File: src/rtl/riscv_alu_pkg.sv
// Shared ALU/MDU definitions: ALUControl encodings for RV32M,
// datapath width and the MDU sequencer state encoding.
package riscv_alu_pkg;

  localparam int XLEN  = 32;
  localparam int CNT_W = 6;

  localparam logic [4:0] ALU_MUL    = 5'b10000;
  localparam logic [4:0] ALU_MULH   = 5'b10001;
  localparam logic [4:0] ALU_MULHSU = 5'b10010;
  localparam logic [4:0] ALU_MULHU  = 5'b10011;
  localparam logic [4:0] ALU_DIV    = 5'b10100;
  localparam logic [4:0] ALU_DIVU   = 5'b10101;
  localparam logic [4:0] ALU_REM    = 5'b10110;
  localparam logic [4:0] ALU_REMU   = 5'b10111;

  typedef enum logic [1:0] {
    MDU_IDLE = 2'd0,
    MDU_CALC = 2'd1,
    MDU_DONE = 2'd2
  } mdu_state_e;

  function automatic logic [XLEN-1:0] neg_if(
    input logic            n,
    input logic [XLEN-1:0] v
  );
    return n ? (~v + 1'b1) : v;
  endfunction

endpackage

File: src/rtl/mdu_div_core.sv
// One restoring-divide step on unsigned magnitudes.
// Ports: rem_i/quo_i/dvsr_i in, rem_o/quo_o out (combinational).
module mdu_div_core #(
  parameter int W = 32
) (
  input  logic [W:0]   rem_i,
  input  logic [W-1:0] quo_i,
  input  logic [W-1:0] dvsr_i,
  output logic [W:0]   rem_o,
  output logic [W-1:0] quo_o
);

  logic [W:0] shifted;
  logic [W:0] diff;
  logic       ge;
  logic       unused;

  // Partial remainder stays below the divisor, so its top bit is spare.
  assign unused  = rem_i[W];
  assign shifted = {rem_i[W-1:0], quo_i[W-1]};
  assign diff    = shifted - {1'b0, dvsr_i};
  assign ge      = shifted >= {1'b0, dvsr_i};
  assign rem_o   = ge ? diff : shifted;
  assign quo_o   = {quo_i[W-2:0], ge};

endmodule

File: src/rtl/mdu_sequencer.sv
// RV32M multi-cycle sequencer: shift-add multiply, restoring divide.
// Ports: clk, rst_n, op_valid/op_code/rs1_val/rs2_val/rd_addr, flush
//   in; busy, res_valid, result, res_rd out. MDU_FAST_MUL_EN: 1-cycle mul.
module mdu_sequencer #(
  parameter int XLEN  = 32,
  parameter int CNT_W = 6
) (
  input  logic            clk,
  input  logic            rst_n,
  input  logic            op_valid,
  input  logic [4:0]      op_code,
  input  logic [XLEN-1:0] rs1_val,
  input  logic [XLEN-1:0] rs2_val,
  input  logic [4:0]      rd_addr,
  input  logic            flush,
  output logic            busy,
  output logic            res_valid,
  output logic [XLEN-1:0] result,
  output logic [4:0]      res_rd
);

  import riscv_alu_pkg::mdu_state_e;
  import riscv_alu_pkg::MDU_IDLE;
  import riscv_alu_pkg::MDU_CALC;
  import riscv_alu_pkg::MDU_DONE;
  import riscv_alu_pkg::ALU_MUL;
  import riscv_alu_pkg::ALU_MULH;
  import riscv_alu_pkg::ALU_MULHSU;
  import riscv_alu_pkg::neg_if;

  localparam logic [CNT_W-1:0] LAST = CNT_W'(XLEN - 1);
  localparam logic [XLEN-1:0]  MINV = {1'b1, {(XLEN-1){1'b0}}};

  mdu_state_e        state_q;
  logic [CNT_W-1:0]  cnt_q;
  logic [2:0]        f3_q;
  logic [4:0]        rd_q;
  logic [XLEN-1:0]   a_q;
  logic [XLEN-1:0]   b_q;
  logic [2*XLEN-1:0] acc_q;
  logic [XLEN:0]     rem_q;
  logic              neg_q;
  logic              nega_q;
  logic [XLEN-1:0]   res_q;
  logic [4:0]        res_rd_q;

  logic [2:0]        f3;
  logic              is_div;
  logic              sa;
  logic              sb;
  logic              neg_a;
  logic              neg_b;
  logic [XLEN-1:0]   mag_a;
  logic [XLEN-1:0]   mag_b;
  logic              accept;
  logic              dz;
  logic              ovf;
  logic [XLEN-1:0]   early_res;
  logic [XLEN:0]     mul_sum;
  logic [2*XLEN-1:0] mul_acc;
  logic [2*XLEN-1:0] prod;
  logic [XLEN:0]     div_rem;
  logic [XLEN-1:0]   div_quo;
  logic [XLEN-1:0]   quo_fix;
  logic [XLEN-1:0]   rem_fix;
  logic [XLEN-1:0]   fin_res;
  logic              unused;

  assign f3     = op_code[2:0];
  assign is_div = f3[2];
  // rs1 is signed for MUL/MULH/MULHSU/DIV/REM; rs2 drops MULHSU.
  assign sa     = ~f3[0] | (f3 == ALU_MULH[2:0]);
  assign sb     = sa & (f3 != ALU_MULHSU[2:0]);
  assign neg_a  = sa & rs1_val[XLEN-1];
  assign neg_b  = sb & rs2_val[XLEN-1];
  assign mag_a  = neg_if(neg_a, rs1_val);
  assign mag_b  = neg_if(neg_b, rs2_val);

  assign accept = (state_q == MDU_IDLE) & op_valid
                & op_code[4] & ~flush;
  assign dz     = is_div & (rs2_val == '0);
  assign ovf    = is_div & sa & (rs1_val == MINV)
                & (rs2_val == '1);

  // f3[1] selects remainder over quotient for the divide family.
  always_comb begin
    early_res = '0;
    if (dz) early_res = f3[1] ? rs1_val : '1;
    else    early_res = f3[1] ? '0 : MINV;
  end

  assign mul_sum = {1'b0, acc_q[2*XLEN-1:XLEN]}
                 + {1'b0, (acc_q[0] ? a_q : '0)};
  assign mul_acc = {mul_sum, acc_q[XLEN-1:1]};
  assign prod    = neg_q ? (~mul_acc + 1'b1) : mul_acc;

  mdu_div_core #(.W(XLEN)) u_div (
    .rem_i  (rem_q),
    .quo_i  (acc_q[XLEN-1:0]),
    .dvsr_i (b_q),
    .rem_o  (div_rem),
    .quo_o  (div_quo)
  );

  assign quo_fix = neg_if(neg_q, div_quo);
  assign rem_fix = neg_if(nega_q, div_rem[XLEN-1:0]);

  always_comb begin
    fin_res = '0;
    if (f3_q[2])                   fin_res = f3_q[1] ? rem_fix : quo_fix;
    else if (f3_q == ALU_MUL[2:0]) fin_res = prod[XLEN-1:0];
    else                           fin_res = prod[2*XLEN-1:XLEN];
  end

`ifdef MDU_FAST_MUL_EN
  logic signed [2*XLEN+1:0] fa;
  logic signed [2*XLEN+1:0] fb;
  logic signed [2*XLEN+1:0] fprod;
  logic        [XLEN-1:0]   fast_res;

  assign fa       = (2*XLEN+2)'($signed({neg_a, rs1_val}));
  assign fb       = (2*XLEN+2)'($signed({neg_b, rs2_val}));
  assign fprod    = fa * fb;
  assign fast_res = (f3 == ALU_MUL[2:0]) ? fprod[XLEN-1:0]
                                         : fprod[2*XLEN-1:XLEN];
  assign unused   = ^{op_code[3], rem_q[XLEN], fprod[2*XLEN+1:2*XLEN]};
`else
  assign unused   = ^{op_code[3], rem_q[XLEN]};
`endif

  always_ff @(posedge clk or negedge rst_n) begin
    if (!rst_n) begin
      state_q  <= MDU_IDLE;
      cnt_q    <= '0;
      f3_q     <= '0;
      rd_q     <= '0;
      a_q      <= '0;
      b_q      <= '0;
      acc_q    <= '0;
      rem_q    <= '0;
      neg_q    <= 1'b0;
      nega_q   <= 1'b0;
      res_q    <= '0;
      res_rd_q <= '0;
    end else begin
      unique case (state_q)
        MDU_IDLE: begin
          if (accept) begin
            f3_q   <= f3;
            rd_q   <= rd_addr;
            a_q    <= mag_a;
            b_q    <= mag_b;
            neg_q  <= neg_a ^ neg_b;
            nega_q <= neg_a;
            cnt_q  <= '0;
            rem_q  <= '0;
            acc_q  <= {{XLEN{1'b0}}, (is_div ? mag_a : mag_b)};
            if (dz | ovf) begin
              res_q    <= early_res;
              res_rd_q <= rd_addr;
              state_q  <= MDU_DONE;
            end
`ifdef MDU_FAST_MUL_EN
            else if (!is_div) begin
              res_q    <= fast_res;
              res_rd_q <= rd_addr;
              state_q  <= MDU_DONE;
            end
`endif
            else begin
              state_q <= MDU_CALC;
            end
          end
        end
        MDU_CALC: begin
          if (flush) begin
            state_q <= MDU_IDLE;
          end else begin
            if (f3_q[2]) begin
              rem_q           <= div_rem;
              acc_q[XLEN-1:0] <= div_quo;
            end else begin
              acc_q <= mul_acc;
            end
            cnt_q <= cnt_q + 1'b1;
            if (cnt_q == LAST) begin
              res_q    <= fin_res;
              res_rd_q <= rd_q;
              state_q  <= MDU_DONE;
            end
          end
        end
        MDU_DONE: state_q <= MDU_IDLE;
        default:  state_q <= MDU_IDLE;
      endcase
    end
  end

  assign busy      = accept | (state_q == MDU_CALC);
  assign res_valid = (state_q == MDU_DONE) & ~flush;
  assign result    = res_q;
  assign res_rd    = res_rd_q;

endmodule

File: config.mk
export PLATFORM = sky130hd
export DESIGN_NAME = mdu_sequencer
export DESIGN_NICKNAME = d
export VERILOG_FILES = /design/src/rtl/riscv_alu_pkg.sv /design/src/rtl/mdu_div_core.sv /design/src/rtl/mdu_sequencer.sv
export SDC_FILE = /design/constraint.sdc
export NUM_CORES = 1
export LEC_CHECK = 0
export CORE_MARGIN = 2
export CORE_UTILIZATION = 37
export CTS_BUF_LIST = sky130_fd_sc_hd__clkbuf_16
export DETAILED_ROUTE_END_ITERATION = 6
export SLEW_MARGIN = 0
export SYNTH_ARGS = -nofsm -noshare
export SYNTH_HDL_FRONTEND = slang
export SYNTH_SLANG_ARGS = --single-unit
File: constraint.sdc
create_clock -name clk -period 7.25 [get_ports clk]
set_input_delay 1.0875 -clock clk [delete_from_list [all_inputs] [get_ports clk]]
set_output_delay 1.0875 -clock clk [all_outputs]
set_load 0.01 [all_outputs]
==> out/results.ini <==
[sta]
rsz0062_at_grt=no
maxSlewHeadroom_pct=19.3
final-setup-viol-count=0
clock.fmax_mhz=174
fin_worst_skew_ns=0.0280
drv_slew=0
hold_viol=0
setup_tns_ns=0
period_share_pct=79.3
post-route-min-period_ns=5.75
worst_pin_slew_ns=1.21

[clock_network]
cts.hold.buffers_added=0
root_buffer=clkbuf_16
h-tree-depth=1
cts_tree=done
cts.reportedPaths.clkPinSlew_ns=0.06
clock-sinks=215
worstSkewPairLatency_ns=0.56
cts_resized=0
cts_max_path_buffers=3
cts_setup_buffers=0
cts_buffers=26

[worst_setup_path]
cp.required_ns=7.62
r2r_cells=18
critPathMaxFanout=13
reg2reg_to=result[24]
timing.rr.start=rem_q[8]
criticalPathCategory=reg2reg
cp-end-kind=flop
cp.arrival_ns=6.12
cp-start-kind=flop
rrSetupSlack_ns=1.50

[finish]
syn_to_final_growth_pct=12.3
multi_input_area_um2=13100
seqCellArea_um2=5380
fin_nets=2675
layout-drive-gt1-share_pct=4.99
finish.utilization_pct=41.8
antenna_cells=0
n_fill_cell=5309
fin_cells=3232
fin_area_um2=21800

[status]
status=complete, no violations

[global_routing]
grtUsageMet1_pct=39.3
grt_first_pass_wirelength_um=115000
grt_pass1_vias=18100
antenna_found_initial=2
grt_max_degree=114
grt_overflow_total=0
use_met3_pct=4.32
grt.total_usage_pct=27.8
busiest_layer=met2
grtUsageMet2_pct=43.4

[power_and_ir_drop]
power_per_cell_area_nw_per_um2=413
peakVddDrop_mv=0.358
p_leak_nw=8.83

[synth]
ys.flop_type=dfrtp_1
synth_area_leader_cell=dfrtp_1
async_reset_ff_share_pct=100
synth_top_area_share_pct=27.6
synth_cell_types=97
ys_ff_latch=215
synth_top_cells_by_count=nand2_1 (332), o21ai_0 (250), nor2_1 (227), dfrtp_1 (215), a21oi_1 (200)
synth_area_leaders=dfrtp_1 (28%), o21ai_0 (6.4%), nand2_1 (6.4%)
synth-edff-count=0
synthCells=2534
syn_avg_cell_area_um2=7.68
synth_most_common_cell=nand2_1
syn_nets=2685
ys.warnings.count=0
syn-cell-area_um2=19500
seq_area_frac_synth_pct=27.6

[job]
maxCapViolCount=0

[detailed_routing]
via_count=19600
firstDrtPassIters=6
ant_nets=0
first_iter_violations=2327
drc=0
avgViaCountPerCell=6.08
wl_per_cell_um=23.8
routed_wl_um=76900

[hold_path]
min_path_cells=2
min_to=rd_q[1]
hp-class=reg2reg
hold_path_startpoint=rd_q[1]

[die]
start_util_pct=37.3
dieArea_um2=54400
fp-row-count=84
fp.dieH_um=233
fp.dieW_um=233
core_area_um2=52200
io_pins=117

[placement]
dpl-instance-area_um2=21000
placed_cells=3184
io_buffers=115
place_hpwl_um=60200
routabilityCongestion=0.998

## flip-flops by register name, indices dropped and copies added, names as in the netlist, 2 cells and up
| name | flops |
|---|---|
| a_q | 32 |
| acc_q | 64 |
| b_q | 32 |
| cnt_q | 6 |
| f3_q | 3 |
| rd_q | 5 |
| rem_q | 32 |
| res_rd | 5 |
| result | 32 |
| state_q | 2 |
## worst max-delay path, cell delays in order, from the launching register on
cell and delay [ns]:
dfrtp_1 0.47, ha_1 0.48, nand4_1 0.25, nor4_1 0.74, a211oi_1 0.15, a32o_1 0.52, nand2_2 0.20, inv_2 0.05
mux2i_1 0.24, ha_1 0.28, nand2_1 0.09, nor3_1 0.16, nand2_1 0.14, o41ai_4 0.40, o2111ai_1 0.25, or3_1 0.53
and3_1 0.22, o21ai_0 0.25, a41oi_1 0.15
## power breakdown
part           internal, W  switching [W]
clock             0.000778       0.000549
sequential         0.00166       0.000646
combinational      0.00197        0.00342
total              0.00440        0.00462
## through the flow
| stage | power (W) | setup WS, ns | hold WS, ns |
|---|---|---|---|
| 2_1_floorplan | 0.00576 | 2.05 | 0.438 |
| 3_3_place_gp | 0.00748 | 1.27 | 0.459 |
| 3_5_place_dp | 0.00756 | 1.22 | 0.465 |
| 4_1_cts | 0.00892 | 1.60 | 0.479 |
| 5_1_grt | 0.00961 | 1.01 | 0.501 |
| 6_report | 0.00902 | 1.50 | 0.477 |
## how the worst max path moves through the flow
stage / startpoint / to / slack [ns] / cells past startpoint
CTS: rem_q[8] / result[24] / 1.60 / 18
floorplan: rem_q[14] / result[22] / 2.05 / 19
global route: rem_q[8] / result[24] / 1.01 / 18
global placement: rs1_val[7] / result[31] / 1.27 / 12
finish: rem_q[8] / result[24] / 1.50 / 18
detailed placement: rs1_val[7] / result[31] / 1.22 / 12
## cells in the final DEF, fill, tap and decap left out, drive strengths merged, types with 31 or more instances in the layout
cell type	instances
nand4	42
nand3	39
nand2	334
clkdlybuf4s50	113
xnor2	111
ha	71
nor2	228
o211ai	48
nor3	46
o21ai	252
a21oi	200
nor4	31
a31oi	38
a22o	34
xor2	105
inv	69
dfrtp	215
and2	49
o31ai	44
mux2i	80
## layer usage
| metal | wire [um] | vias up | part of all wire [%] |
|---|---|---|---|
| li1 | - | 9170 | - |
| met1 | 34100 | 9456 | 44 |
| met2 | 33900 | 897 | 44 |
| met3 | 6440 | 120 | 8.4 |
| met4 | 2450 | 2 | 3.2 |
| met5 | 11 | - | 0.014 |
## cell type report
type,count,area share [%]
clock buffers,27,3.09
well taps,688,3.94
flip-flops and latches,215,24.6
repair buffers,142,6.25
inverters,66,1.13
clock inverters,21,0.802
multi-input cells,2073,60.1
## cells by family (layout without fill, tap and decap cells)
logic type | count (synthesis) | count (layout) | share of synthesized area [%]
AND/OR/NAND/NOR | 906 | 906 | 22.4
AO/OA/AOI/OAI | 791 | 791 | 26.0
buffers and inverters | 246 | 256 | 5.00
XOR/XNOR | 216 | 216 | 9.72
flip-flops | 215 | 215 | 27.6
multiplexers | 87 | 87 | 4.52
adder cells (fa/ha/maj) | 73 | 73 | 4.77
No activity file was read; power rests on OpenSTA's default activity.
